<file path="config.mk">
export PLATFORM = sky130hd
export DESIGN_NAME = mtpsa_sdnet_to_sume
export DESIGN_NICKNAME = d
export VERILOG_FILES = /design/src/rtl/mtpsa_sdnet_to_sume.sv
export SDC_FILE = /design/constraint.sdc
export NUM_CORES = 2
export LEC_CHECK = 0
export ABC_AREA = 1
export BUFFER_PORTS_ARGS = -buffer_cell sky130_fd_sc_hd__buf_2
export CORE_AREA = 2 2 475 477
export DETAILED_ROUTE_END_ITERATION = 8
export DIE_AREA = 0 0 477 479
export PLACE_DENSITY_LB_ADDON = 0.1
export SLEW_MARGIN = 20
export SYNTH_ARGS = -nofsm -noshare
export SYNTH_HDL_FRONTEND = slang
export SYNTH_SLANG_ARGS = --single-unit
</file>
<file path="constraint.sdc">
create_clock -name clk_line -period 35.3 [get_ports clk_line]
set_clock_uncertainty 0.1 [all_clocks]
set_input_delay 1.765 -clock clk_line [delete_from_list [all_inputs] [get_ports clk_line]]
set_output_delay 1.765 -clock clk_line [all_outputs]
set_load 0.02 [all_outputs]
</file>
<file path="src/rtl/mtpsa_sdnet_to_sume.sv">
// Joins the SDNet packet_out stream with its per-packet metadata/digest tuples
// into one SUME AXI-Stream; tuples queue in a small FIFO, packets stall until theirs arrives.
module mtpsa_sdnet_to_sume #(
  parameter int C_AXIS_DATA_WIDTH = 256,
  parameter int C_TUPLE_WIDTH     = 40,
  parameter int DIGEST_WIDTH      = 256,
  parameter int TUPLE_FIFO_DEPTH  = 4
) (
  input  logic                                  clk_line,
  input  logic                                  clk_line_rst,

  input  logic                                  s_axis_tvalid,
  output logic                                  s_axis_tready,
  input  logic                                  s_axis_tlast,
  input  logic [C_AXIS_DATA_WIDTH-1:0]          s_axis_tdata,
  input  logic [C_AXIS_DATA_WIDTH/8-1:0]        s_axis_tkeep,

  input  logic                                  tuple_mtpsa_valid,
  input  logic [C_TUPLE_WIDTH-1:0]              tuple_mtpsa_data,
  input  logic                                  tuple_digest_valid,
  input  logic [DIGEST_WIDTH-1:0]               tuple_digest_data,

  output logic [C_AXIS_DATA_WIDTH-1:0]          m_axis_tdata,
  output logic [C_AXIS_DATA_WIDTH/8-1:0]        m_axis_tkeep,
  output logic                                  m_axis_tvalid,
  output logic                                  m_axis_tlast,
  input  logic                                  m_axis_tready,
  output logic [DIGEST_WIDTH+C_TUPLE_WIDTH-1:0] m_axis_tuser,

  output logic                                  tuple_overflow,
  output logic                                  digest_missing,
  output logic [31:0]                           pkt_count
);

  localparam int TUSER_W = DIGEST_WIDTH + C_TUPLE_WIDTH;
  localparam int PTR_W   = $clog2(TUPLE_FIFO_DEPTH);
  localparam int CNT_W   = PTR_W + 1;
  localparam logic [CNT_W-1:0] FULL_LEVEL = CNT_W'(TUPLE_FIFO_DEPTH);

  typedef enum logic {
    WAIT_TUPLE = 1'b0,
    PASS       = 1'b1
  } state_t;

  state_t              state;
  state_t              state_next;

  logic [TUSER_W-1:0]  fifo_mem [TUPLE_FIFO_DEPTH];
  logic [PTR_W-1:0]    wr_ptr;
  logic [PTR_W-1:0]    rd_ptr;
  logic [CNT_W-1:0]    fifo_count;
  logic                fifo_empty;
  logic                fifo_full;

  logic [TUSER_W-1:0]  push_entry;
  logic [TUSER_W-1:0]  tuser_reg;
  logic                push;
  logic                push_accept;
  logic                pop;
  logic                pkt_done;

  // ---------------------------------------------------------------------------
  // Tuple capture. A digest strobe on its own carries no packet and is dropped.
  // ---------------------------------------------------------------------------
  assign push       = tuple_mtpsa_valid;
  assign push_entry = {(tuple_digest_valid ? tuple_digest_data : {DIGEST_WIDTH{1'b0}}),
                       tuple_mtpsa_data};

  assign fifo_empty = (fifo_count == '0);
  assign fifo_full  = (fifo_count == FULL_LEVEL);

  // A pop in the same cycle frees the slot the push lands in, so a full FIFO
  // still accepts the push.
  assign push_accept = push && (!fifo_full || pop);

  // ---------------------------------------------------------------------------
  // FIFO pointers and occupancy
  // ---------------------------------------------------------------------------
  always_ff @(posedge clk_line) begin
    // NOTE: registered state is written with <= so every flop samples the
    // pre-edge values of its neighbours, exactly as the hardware does.
    if (clk_line_rst) begin
      wr_ptr     <= '0;
      rd_ptr     <= '0;
      fifo_count <= '0;
    end else begin
      if (push_accept) wr_ptr <= wr_ptr + 1'b1;
      if (pop)         rd_ptr <= rd_ptr + 1'b1;
      case ({push_accept, pop})
        2'b10:   fifo_count <= fifo_count + 1'b1;
        2'b01:   fifo_count <= fifo_count - 1'b1;
        default: fifo_count <= fifo_count;
      endcase
    end
  end

  // NOTE: the storage array has no reset; occupancy alone decides what is
  // valid, and leaving it out keeps the array mappable to distributed RAM.
  always_ff @(posedge clk_line) begin
    if (push_accept) fifo_mem[wr_ptr] <= push_entry;
  end

  // ---------------------------------------------------------------------------
  // Packet state machine: next state and handshake routing
  // ---------------------------------------------------------------------------
  always_comb begin
    // NOTE: every output of this block gets a default first, so no path can
    // leave one unassigned and infer a latch.
    state_next    = state;
    pop           = 1'b0;
    pkt_done      = 1'b0;
    s_axis_tready = 1'b0;
    m_axis_tvalid = 1'b0;

    case (state)
      WAIT_TUPLE: begin
        if (!fifo_empty) begin
          pop        = 1'b1;
          state_next = PASS;
        end
      end
      PASS: begin
        m_axis_tvalid = s_axis_tvalid;
        s_axis_tready = m_axis_tready;
        if (s_axis_tvalid && m_axis_tready && s_axis_tlast) begin
          pkt_done   = 1'b1;
          state_next = WAIT_TUPLE;
        end
      end
    endcase
  end

  // When full, wr_ptr == rd_ptr; the pop reads the old entry because the
  // memory write only lands after this edge.
  always_ff @(posedge clk_line) begin
    if (clk_line_rst) begin
      state          <= WAIT_TUPLE;
      tuser_reg      <= '0;
      pkt_count      <= '0;
      tuple_overflow <= 1'b0;
      digest_missing <= 1'b0;
    end else begin
      state <= state_next;
      if (pop)                           tuser_reg      <= fifo_mem[rd_ptr];
      if (pkt_done)                      pkt_count      <= pkt_count + 32'd1;
      if (push && !push_accept)          tuple_overflow <= 1'b1;
      if (push && !tuple_digest_valid)   digest_missing <= 1'b1;
    end
  end

  // ---------------------------------------------------------------------------
  // Zero-latency data path; tuser is held for the whole packet
  // ---------------------------------------------------------------------------
  assign m_axis_tdata = s_axis_tdata;
  assign m_axis_tkeep = s_axis_tkeep;
  assign m_axis_tlast = s_axis_tlast;
  assign m_axis_tuser = tuser_reg;

endmodule
</file>
==> run metrics <==
Crit Path Max Fanout 47; # H-tree levels 4; Worst Hold End tuple_overflow; Slew Limit Fails 0; Setup-failing EPs final 0; Post-Synth Adder-Cell Area 0.00138; CTS tree yes; critical path class in -> reg; Routed WL approximately 250 mm; arrival time at the worst endpoint between 5000 and 6000 ps; initial antenna violation count slightly below 70; Hold Path Origin tuple_overflow; GPL Wtd Cong slightly above 0.9; Worst Setup End Kind register; first-pass GRT wire length between 300 and 400 mm; switching pwr 1.94 mW; R2R Setup Slk a little over 30,000 ps; DR WL/cell about 29 µm; Reg-to-Reg End fifo_mem[3][54]; mux share of post-synthesis cell area 0; hold slack approximately 380 ps; Cell Int Power 3.55 mW; total CTS buffers around 170; syn avg cell area roughly 11 µm²; Initial Util 0.268; die outline height ~480 µm; via count around 40,000; area grow syn2layout 16.0%; Chip Width ~480 µm; vias in the first global route around 38,000; worst-skew pair later-pin latency ~820 ps; slew margin rel. 0.258; Synth Area in Compound Gates 0.108; Post-Syn Instances ~5,300; Die ar. 228,000 µm²; drt drc 0; number of routed nets with antenna violations 0; Synth cell types 32; R2R depth 7; Core Rows 174; Core ar. approximately 220,000 µm²; fillers 22,900; clock sink count 1,522; total of max-cap violations 0; synthesized area 60,000 µm²; Reg power frac 0.417; clk buf depth 3; WP data required roughly 36,000 ps; switch share 0.352; Synth Area in Simple Gates 0.105; startpoint types primary input; post-DP HPWL approximately 170 mm; period utilization 0.143; Hold Crit Depth 1; status finished clean; Leak between 20 and 30 nW; fin nets between 6,000 and 7,000; sequential area share after synthesis 0.705; pwr/cell area 78.9 nW/µm²; share of layout cells above drive strength 1 0.167; Synth Area in XOR/XNOR 0.000292; Worst Hold Class reg -> reg; clk root buf clkbuf_16; Gates resized, CTS repair 0; remaining global-route overflow 0; dpl ws between 20,000 and 30,000 ps; hold_buf cts 0; maximum VDD drop around 0.00006 V; Ports 1,212; Clk pwr share 0.324; commonest non-fill, non-tap cells in the layout 1,240 x nor2_1, 1,184 x edfxtp_1, 906 x o21ai_0; YS warnings 0; most common cell after layout, fill and taps aside nor2_1; port bufs between 600 and 700; setup bufs post-CTS 0; Slew @ Worst Pin 1110 ps; final setup margin between 30,000 and 40,000 ps; Setup TNS 0 ps; Synth Register Bits 1,522; vias per cell approximately 4.5; Comb pwr share 0.259; Tmin final 5060 ps; Post-Syn Nets 5,917; drt initial violations between 2,000 and 3,000; fmax between 150 and 200 MHz; DRT Pass-1 Iters 5; Final Hold Fails 0; largest net degree at the start of global routing a little under 200; largest family of logic cells by synthesized area compound AO/OA/AOI/OAI gates; worst r2r src fifo_count[0]; unrepaired setup endpoints after global routing false; Tot GR Track Use 0.215; Reg clk slew, reported paths about 60 ps
[sequential cells by signal, indices dropped and copies added (netlist names)]
| register | count |
|---|---|
| tuple_overflow | 1 |
| wr_ptr | 2 |
| fifo_mem | 1184 |
| m_axis_tuser | 296 |
| fifo_count | 3 |
| state | 1 |
| digest_missing | 1 |
| rd_ptr | 2 |
| pkt_count | 32 |
[routing by layer]
layer	share of wire	track usage	wire (µm)	vias up
li1	-	-	-	18600
met4	0.051	0.0924	12800	4
met1	0.35	0.220	87700	19100
met5	0.00050	0.00331	126	-
met3	0.12	0.113	30600	399
met2	0.48	0.364	122000	1552
[stage by stage]
stage,area (µm²),utilization,std cells,power (mW)
after floorplan,60000,-,5320,3.31
after global placement,63900,0.286,8383,3.79
after detailed placement,63900,0.286,8383,3.79
after CTS,69500,0.311,8708,5.59
after global routing,69500,0.311,8711,5.81
final,69600,0.311,8731,5.49
[cells by family (layout without fill, tap and decap cells)]
logic type,count (synthesis),count (layout)
AO/OA/AOI/OAI,1224,1224
XOR/XNOR,2,2
adder cells (fa/ha/maj),6,6
buffers and inverters,937,1334
flip-flops,1522,1522
other,0,22
AND/OR/NAND/NOR,1629,1629
[how the worst max path moves through the flow]
stage	slack, ps	to	from	depth (start not counted)
detailed placement	29270	fifo_mem[3][26]	tuple_mtpsa_valid	6
global route	30040	fifo_mem[3][65]	tuple_mtpsa_valid	6
finish	30240	fifo_mem[3][54]	tuple_mtpsa_valid	6
floorplan	20040	fifo_mem[0][0]	tuple_mtpsa_valid	2
CTS	30160	fifo_mem[3][54]	tuple_mtpsa_valid	6
global placement	29280	fifo_mem[3][51]	tuple_mtpsa_valid	6
[cell usage after synthesis, drive strengths merged]
master  number  share of area
a21oi       20         0.0017
a31oi      296          0.031
and3         1        0.00010
buf        467          0.051
clkbuf     150         0.0094
clkinv       1       0.000062
dfxtp      338           0.11
edfxtp    1184           0.59
fa           1        0.00033
ha           5         0.0010
inv        319          0.020
nand2      332          0.021
nand3       19         0.0018
nand4       16         0.0020
nor2      1251          0.079
nor3         9        0.00075
o21a         1        0.00013
o21ai      906          0.076
o21bai       1        0.00013
or2          1        0.00010
xnor2        2        0.00029
[area by class of cell]
| type | instances | area [µm²] | share of cell area |
|---|---|---|---|
| Multi-Input combinational cell | 2861 | 12900 | 0.185 |
| Clock inverter | 56 | 583 | 0.00838 |
| Antenna cell | 22 | 55.1 | 0.000791 |
| Inverter | 320 | 1240 | 0.0179 |
| Tap cell | 2992 | 3740 | 0.0538 |
| Sequential cell | 1522 | 42300 | 0.608 |
| Timing Repair Buffer | 689 | 3690 | 0.0531 |
| Clock buffer | 269 | 5050 | 0.0725 |
[critical path, cell delays in order]
cell and delay [ps]:
buf_2 120, nand2_1 330, nor2_4 820, buf_4 760, buf_4 650, buf_4 750
[power groups by stage]
| stage | sequential, mW | clock, mW | combinational (mW) |
|---|---|---|---|
| 5_1_grt | 2.31 | 1.90 | 1.60 |
| 2_1_floorplan | 2.46 | 0 | 0.850 |
| 3_3_place_gp | 2.33 | 0 | 1.46 |
| 4_1_cts | 2.29 | 1.83 | 1.47 |
| 6_report | 2.29 | 1.78 | 1.42 |
| 3_5_place_dp | 2.33 | 0 | 1.47 |
Note: power is estimated with default switching activity, not from simulation.
